<file path="config.mk">
export PLATFORM = sky130hd
export DESIGN_NAME = alu16_seq
export DESIGN_NICKNAME = d
export VERILOG_FILES = /design/src/rtl/alu16_seq.sv
export SDC_FILE = /design/constraint.sdc
export NUM_CORES = 1
export LEC_CHECK = 0
export CAP_MARGIN = 20
export CORE_ASPECT_RATIO = 1.75
export CORE_MARGIN = 5
export CORE_UTILIZATION = 53
export CTS_BUF_LIST = sky130_fd_sc_hd__clkbuf_2
export DETAILED_ROUTE_END_ITERATION = 6
export GPL_TIMING_DRIVEN = 1
export PLACE_DENSITY = 0.9
export SYNTH_ARGS = -nofsm -noshare
export SYNTH_HDL_FRONTEND = slang
export SYNTH_SLANG_ARGS = --single-unit
</file>
<file path="constraint.sdc">
create_clock -name i_clk -period 3.5 [get_ports i_clk]
set_input_delay 1.05 -clock i_clk [delete_from_list [all_inputs] [get_ports i_clk]]
set_output_delay 1.05 -clock i_clk [all_outputs]
set_load 0.1 [all_outputs]
</file>
<file path="src/rtl/alu16_seq.sv">
// alu16_seq: runs 16-bit ADD/INC/DEC/ADD SP,e as low-byte, high-byte and an
// optional carry/borrow fix-up pass through the external 8-bit ALU.
module alu16_seq #(
  parameter int OPCODE_WIDTH = 3,
  parameter int DATA_WIDTH   = 8
) (
  input  logic                    i_clk,
  input  logic                    i_rst_n,
  input  logic                    i_start,
  input  logic [1:0]              i_op,
  input  logic [2*DATA_WIDTH-1:0] i_operand_A,
  input  logic [2*DATA_WIDTH-1:0] i_operand_B,
  input  logic [7:0]              i_flags_in,
  output logic                    o_busy,
  output logic                    o_done,
  output logic [2*DATA_WIDTH-1:0] o_result,
  output logic [7:0]              o_flags,
  output logic [DATA_WIDTH-1:0]   o_alu_A,
  output logic [DATA_WIDTH-1:0]   o_alu_B,
  output logic [OPCODE_WIDTH-1:0] o_alu_control,
  input  logic [DATA_WIDTH-1:0]   i_alu_data,
  input  logic [7:0]              i_alu_flags
);
  localparam int DW = DATA_WIDTH;
  localparam int W  = 2 * DATA_WIDTH;
  localparam logic [OPCODE_WIDTH-1:0] ALU_ADD = OPCODE_WIDTH'(3'b000);
  localparam logic [OPCODE_WIDTH-1:0] ALU_SUB = OPCODE_WIDTH'(3'b010);
  localparam logic [1:0] OP_ADD16 = 2'b00;
  localparam logic [1:0] OP_INC16 = 2'b01;
  localparam logic [1:0] OP_DEC16 = 2'b10;
  localparam logic [1:0] OP_ADDSP = 2'b11;

  typedef enum logic [2:0] {
    S_IDLE = 3'd0,
    S_LO   = 3'd1,
    S_HI   = 3'd2,
    S_FIX  = 3'd3,
    S_DONE = 3'd4
  } state_t;

  state_t            state_q, state_d;
  logic              busy_q, busy_d;
  logic              done_q, done_d;
  logic [W-1:0]      a_q, a_d;
  logic [W-1:0]      b_q, b_d;
  logic [1:0]        op_q, op_d;
  logic [3:0]        fin_q, fin_d;
  logic [DW-1:0]     res_lo_q, res_lo_d;
  logic              c_lo_q, c_lo_d;
  logic              h_lo_q, h_lo_d;
  logic [DW-1:0]     res_hi_q, res_hi_d;
  logic              c1_q, c1_d;
  logic              h1_q, h1_d;
  logic [W-1:0]      result_q, result_d;
  logic [7:0]        flags_q, flags_d;
  logic              accept_s;
  logic              alu_h_s;
  logic              alu_c_s;
  logic [OPCODE_WIDTH-1:0] fam_s;
  logic [DW-1:0]     alu_a_s;
  logic [DW-1:0]     alu_b_s;
  logic [OPCODE_WIDTH-1:0] alu_ctl_s;
  logic              unused_s;

  assign accept_s = i_start && ((state_q == S_IDLE) || (state_q == S_DONE));
  assign alu_h_s  = i_alu_flags[5];
  assign alu_c_s  = i_alu_flags[4];
  assign unused_s = ^{i_alu_flags[7:6], i_alu_flags[3:0], i_flags_in[3:0]};

  // F byte for writeback; h_hi/c_hi are the high-byte half/full carries
  function automatic logic [7:0] flags_f(input logic [1:0] op, input logic [3:0] fin,
                                         input logic h_lo, input logic c_lo,
                                         input logic h_hi, input logic c_hi);
    case (op)
      OP_ADD16: flags_f = {fin[3], 1'b0, h_hi, c_hi, 4'b0000};
      OP_ADDSP: flags_f = {2'b00, h_lo, c_lo, 4'b0000};
      default:  flags_f = {fin, 4'b0000};
    endcase
  endfunction

  // Next-state logic and registered busy/done strobes
  always_comb begin
    state_d = state_q;
    case (state_q)
      S_IDLE: begin
        if (i_start) state_d = S_LO;
        else         state_d = S_IDLE;
      end
      S_LO:  state_d = S_HI;
      S_HI: begin
        if (c_lo_q) state_d = S_FIX;
        else        state_d = S_DONE;
      end
      S_FIX: state_d = S_DONE;
      S_DONE: begin
        if (i_start) state_d = S_LO;
        else         state_d = S_IDLE;
      end
      default: state_d = S_IDLE;
    endcase
    busy_d = (state_d == S_LO) || (state_d == S_HI) || (state_d == S_FIX);
    done_d = (state_d == S_DONE);
  end

  // Operand capture, per-pass byte capture and result/flag assembly
  always_comb begin
    a_d      = a_q;
    b_d      = b_q;
    op_d     = op_q;
    fin_d    = fin_q;
    res_lo_d = res_lo_q;
    c_lo_d   = c_lo_q;
    h_lo_d   = h_lo_q;
    res_hi_d = res_hi_q;
    c1_d     = c1_q;
    h1_d     = h1_q;
    result_d = result_q;
    flags_d  = flags_q;
    if (accept_s) begin
      a_d   = i_operand_A;
      op_d  = i_op;
      fin_d = i_flags_in[7:4];
      case (i_op)
        OP_ADD16: b_d = i_operand_B;
        OP_ADDSP: b_d = {{DW{i_operand_B[DW-1]}}, i_operand_B[DW-1:0]};
        default:  b_d = W'(1'b1);
      endcase
    end else begin
      a_d = a_q;
    end
    case (state_q)
      S_LO: begin
        res_lo_d = i_alu_data;
        c_lo_d   = alu_c_s;
        h_lo_d   = alu_h_s;
      end
      S_HI: begin
        res_hi_d = i_alu_data;
        c1_d     = alu_c_s;
        h1_d     = alu_h_s;
        if (!c_lo_q) begin
          result_d = {i_alu_data, res_lo_q};
          flags_d  = flags_f(op_q, fin_q, h_lo_q, c_lo_q, alu_h_s, alu_c_s);
        end else begin
          result_d = result_q;
        end
      end
      S_FIX: begin
        res_hi_d = i_alu_data;
        result_d = {i_alu_data, res_lo_q};
        flags_d  = flags_f(op_q, fin_q, h_lo_q, c_lo_q, h1_q | alu_h_s, c1_q | alu_c_s);
      end
      default: result_d = result_q;
    endcase
  end

  // ALU operand/opcode drive for the pass in progress; zero outside a pass
  always_comb begin
    if (op_q == OP_DEC16) fam_s = ALU_SUB;
    else                  fam_s = ALU_ADD;
    alu_a_s   = {DW{1'b0}};
    alu_b_s   = {DW{1'b0}};
    alu_ctl_s = ALU_ADD;
    case (state_q)
      S_LO: begin
        alu_a_s   = a_q[DW-1:0];
        alu_b_s   = b_q[DW-1:0];
        alu_ctl_s = fam_s;
      end
      S_HI: begin
        alu_a_s   = a_q[W-1:DW];
        alu_b_s   = b_q[W-1:DW];
        alu_ctl_s = fam_s;
      end
      S_FIX: begin
        alu_a_s   = res_hi_q;
        alu_b_s   = DW'(1'b1);
        alu_ctl_s = fam_s;
      end
      default: alu_ctl_s = ALU_ADD;
    endcase
  end

  // State and datapath registers
  always_ff @(posedge i_clk or negedge i_rst_n) begin
    if (!i_rst_n) begin
      state_q  <= S_IDLE;
      busy_q   <= 1'b0;
      done_q   <= 1'b0;
      a_q      <= {W{1'b0}};
      b_q      <= {W{1'b0}};
      op_q     <= 2'b00;
      fin_q    <= 4'h0;
      res_lo_q <= {DW{1'b0}};
      c_lo_q   <= 1'b0;
      h_lo_q   <= 1'b0;
      res_hi_q <= {DW{1'b0}};
      c1_q     <= 1'b0;
      h1_q     <= 1'b0;
      result_q <= {W{1'b0}};
      flags_q  <= 8'h00;
    end else begin
      state_q  <= state_d;
      busy_q   <= busy_d;
      done_q   <= done_d;
      a_q      <= a_d;
      b_q      <= b_d;
      op_q     <= op_d;
      fin_q    <= fin_d;
      res_lo_q <= res_lo_d;
      c_lo_q   <= c_lo_d;
      h_lo_q   <= h_lo_d;
      res_hi_q <= res_hi_d;
      c1_q     <= c1_d;
      h1_q     <= h1_d;
      result_q <= result_d;
      flags_q  <= flags_d;
    end
  end

  assign o_busy        = busy_q;
  assign o_done        = done_q;
  assign o_result      = result_q;
  assign o_flags       = flags_q;
  assign o_alu_A       = alu_a_s;
  assign o_alu_B       = alu_b_s;
  assign o_alu_control = alu_ctl_s;
endmodule

</file>
[Yosys cells after proc, flatten, opt, wreduce, memory -nomap -nowiden]
Index checks and enable logic that the tools add are counted.
Word-level totals
  register bits: 87
  output and inout bits: 45
Operators by class
  reduce and logical (&&, ||, !) cells: 12
  eq/ne operators: 12
  multiplexer cells: 14
  bitwise operators: 2
Operators with widths (number)
  $pmux 16 s2: 2
  $pmux 8 s2: 3
  $pmux 8 s3: 2
  $mux 16: 1
  $eq 3x2->1 const B: 4
  $pmux 3 s4: 1
  $mux 8: 1
  $eq 2x2->1 const B: 3
  $eq 3x1->1 const B: 2
  $eq 3x3->1 const B: 2
  $mux 3: 2
  $logic_not 2->1: 2
  $reduce_or 2->1: 2
  $logic_not 3->1: 1
  $logic_or 1x1->1: 3
  $reduce_or 3->1: 1
  $mux 2: 1
  $ne 2x2->1 const B: 1
  $or 1x1->1: 2
  $reduce_and 2->1: 1
  $reduce_bool 2->1: 1
  $logic_and 1x1->1: 1
  $mux 1: 1

[Depth between registers and ports, before layout]
  depth after elaboration: 6
  gate-level depth with buffers: 6

[Least setup slack after synthesis]
Ideal clock, no wire load.
  kind: register to output
  start: reg state_q[0]
  end: out o_alu_control[1]
  buffers on the path: 2
  cell stages (with the launch flop): 5
  setup slack: -0.544 ns
  data arrival time: 2.994 ns
  path through: dfrtp_1 -> buf_6 -> clkbuf_1 -> nor2_1 -> nor3b_1
On the way
  cells in the longest elaborated chain, start to end: 3
Ends and longest elaborated chain
  from (decl): RTL line 41  | state_t state_q, state_d;
  from (signal assigned): RTL line 203  | state_q <= state_d;
  $eq 3x2->1 / $eq 3x1->1 (equally long branches): RTL line 164  | case (state_q)
  $reduce_or 3->1 (no source line) *
  $mux 3 *: RTL line 164
  to (decl): RTL line 20  | output logic [OPCODE_WIDTH-1:0] o_alu_control,
Every way passes the cells marked *; elsewhere a longest branch is shown, timed or not.

[Final worst setup path]
  start: reg state_q[1]
  end: out o_alu_B[1]
On the way
  cells in the longest elaborated chain, start to end: 2
Ends and longest elaborated chain
  $eq 3x2->1 / $eq 3x1->1 (equally long branches): RTL line 164
  $pmux 8 s3 *: RTL line 164
  to (decl): RTL line 19  | output logic [DATA_WIDTH-1:0] o_alu_B,
Marked as above.

==> impl_metrics.ini <==
[timing]
max_freq_mhz = 303.7
hold_viol_final = 0
finalSetupViolations = 0
finalMaxSlewViolations = 0
worst_slew_pin_slew_ns = 0.7557
rsz0062_at_grt = false
finalCriticalPeriod_ns = 3.293
skew_ns = 0.02997
timing.final.crit_share_pct = 94.08
setup_tns_ns = 0
slew_headroom_pct = 49.52

[place]
hpwlAfterDp_um = 6384
gp_congestion = 0.8473
io_buffers = 89

[floorplanning]
start_util_pct = 54.23
dieArea_um2 = 8857
die_x_um = 73.32
io_pins = 106
fp-row-count = 40
coreArea_um2 = 6857
die_h_um = 120.8

[min_path]
worstHoldPathType = in -> async

[global_routing]
grt_pass1_wl_um = 14180
grt_pass1_vias = 2993
grt_max_degree = 84
antenna_found_initial = 1
grt-ovfl-total = 0
track_usage_pct = 21.03

[critical_path]
worstPathMaxFanout = 9
required_ns = 2.45
endpoint_kind = primary output
start_kind = flip-flop
worstPathArrival_ns = 2.24
critPathKind = reg -> out
regToRegSetupSlack_ns = 1.15

[clock_network]
post-cts-setup-buffers = 0
h-tree-depth = 3
cts-root-buf = clkbuf_2
clk_latency_ns = 0.56
cts_tree = yes
path_clk_slew_ns = 0.23
hold_buffers = 0
cts-buffers-inserted = 9
cts.path.max_buffers = 2
cts.repair.resized = 0
clock_sinks = 83

[yosys]
synth-seq-cells = 83
netlist_area_um2 = 3719
synth.distinct_cells = 32
yosysWarnings = 0
avgSynthCellArea_um2 = 10.53
syn_inst = 353
ys_seq_area_share_pct = 55.85

[detailed_routing]
totalWireLength_um = 8744
firstDrtPassIters = 5
vias = 2863
drt_iter0_drc = 133
wl_per_cell_um = 16.56
post-route-drc-count = 0
ant_nets = 0
avgViaCountPerCell = 5.422

[cells_and_area]
mostFrequentLayoutCells = 98 x nand2_1, 83 x dfrtp_1, 49 x clkdlybuf4s50_1
fillers = 478
layout_commonest_cell = nand2_1
nNetsFinal = 504
drive_gt1_share_pct = 23.25
syn2layout_area_growth_pct = 31.16

[job]
maxCapViolCount = 0

[outcome]
outcome = finished clean
through the flow:
| stage | worst slack [ns] | area [um2] | std cells | hold slack, ns | utilization, % |
|---|---|---|---|---|---|
| finish | 0.2072 | 4877 | 528 | 0.2752 | 71.13 |
| global route | 0.03115 | 4877 | 528 | 0.2451 | 71.13 |
| CTS | 0.1689 | 4847 | 526 | 0.5067 | 70.69 |
| detailed placement | 0.6366 | 4717 | 510 | 0.4616 | 68.80 |
| global placement | 0.6924 | 4717 | 510 | 0.4551 | 68.80 |
| floorplan | 0.09387 | 3742 | 358 | 0.4393 | - |
flip-flops by register name, indices dropped and copies added, names as in the netlist, 2 cells and up:
signal	flops
state_q	3
b_q	16
o_result	16
op_q	2
o_flags	4
fin_q	4
res_hi_q	8
a_q	16
res_lo_q	8
worst max-delay path, stage by stage (launching register included):
cell and delay, ns:
dfrtp_1 0.43, nor2b_1 0.60, a22oi_1 0.17, nor2_1 0.26, buf_12 0.21
per-layer routing:
metal  routed length (um)  track usage, %
met5                    0               0
met4                  246           10.32
met1                 3184           23.17
met3                  588           5.657
met2                 4725           36.32
layout make-up:
class	count	area [um2]	area share, %
clock inverters	6	80.08	1.642
clock buffers	10	50.05	1.026
diodes	1	2.502	0.05131
multi-input cells	239	1470	30.14
well taps	84	105.1	2.155
inverters	7	26.28	0.5387
flip-flops and latches	83	2077	42.59
repair buffers	98	1066	21.86
synth_stat cells (all sizes together):
| cell | n | area share (%) |
|---|---|---|
| nor3b | 2 | 0.54 |
| a221o | 1 | 0.27 |
| nand2 | 98 | 9.9 |
| o21ai | 11 | 1.5 |
| a31oi | 2 | 0.34 |
| mux2 | 36 | 11 |
| ha | 5 | 1.7 |
| a21oi | 10 | 1.3 |
| nor3 | 1 | 0.44 |
| and2b | 1 | 0.20 |
| nor2b | 6 | 1.2 |
| clkbuf | 8 | 0.81 |
| inv | 7 | 0.71 |
| nand2b | 2 | 0.34 |
| a211o | 1 | 0.24 |
| a22oi | 15 | 3.0 |
| buf | 21 | 3.7 |
| dfrtp | 83 | 56 |
| a21o | 1 | 0.20 |
| or3b | 1 | 0.24 |
| o31ai | 10 | 2.2 |
| conb | 1 | 0.10 |
| and2 | 1 | 0.17 |
| nor2 | 20 | 2.0 |
| a22o | 8 | 1.9 |
| a41oi | 1 | 0.24 |
worst paths after layout:
kind,startpoint,endpoint,depth (start not counted)
max,state_q[1]$_DFF_PN0_,o_alu_B[1],4
min,i_rst_n,a_q[15]$_DFFE_PN0P_,1
max reg2reg,state_q[2]$_DFF_PN0_,o_result[7]$_DFFE_PN0P_,5
min reg2reg,a_q[10]$_DFFE_PN0P_,a_q[10]$_DFFE_PN0P_,2
max in group asynchronous,i_rst_n,o_done$_DFF_PN0_,2
min in group i_clk,a_q[10]$_DFFE_PN0P_,a_q[10]$_DFFE_PN0P_,2
kinds of logic (layout without fill, tap and decap cells):
group,Yosys count,count (layout),share of synthesized area (%)
compound gates,60,60,11.17
mux,36,36,10.90
flops,83,83,55.85
simple gates,132,132,15.04
other cells,1,7,0.1008
fa+ha+maj,5,5,1.682
buf+inv,36,121,5.249
Power is not shown: default switching activity piles up to over one toggle a cycle in this logic, so the estimate is an artifact.
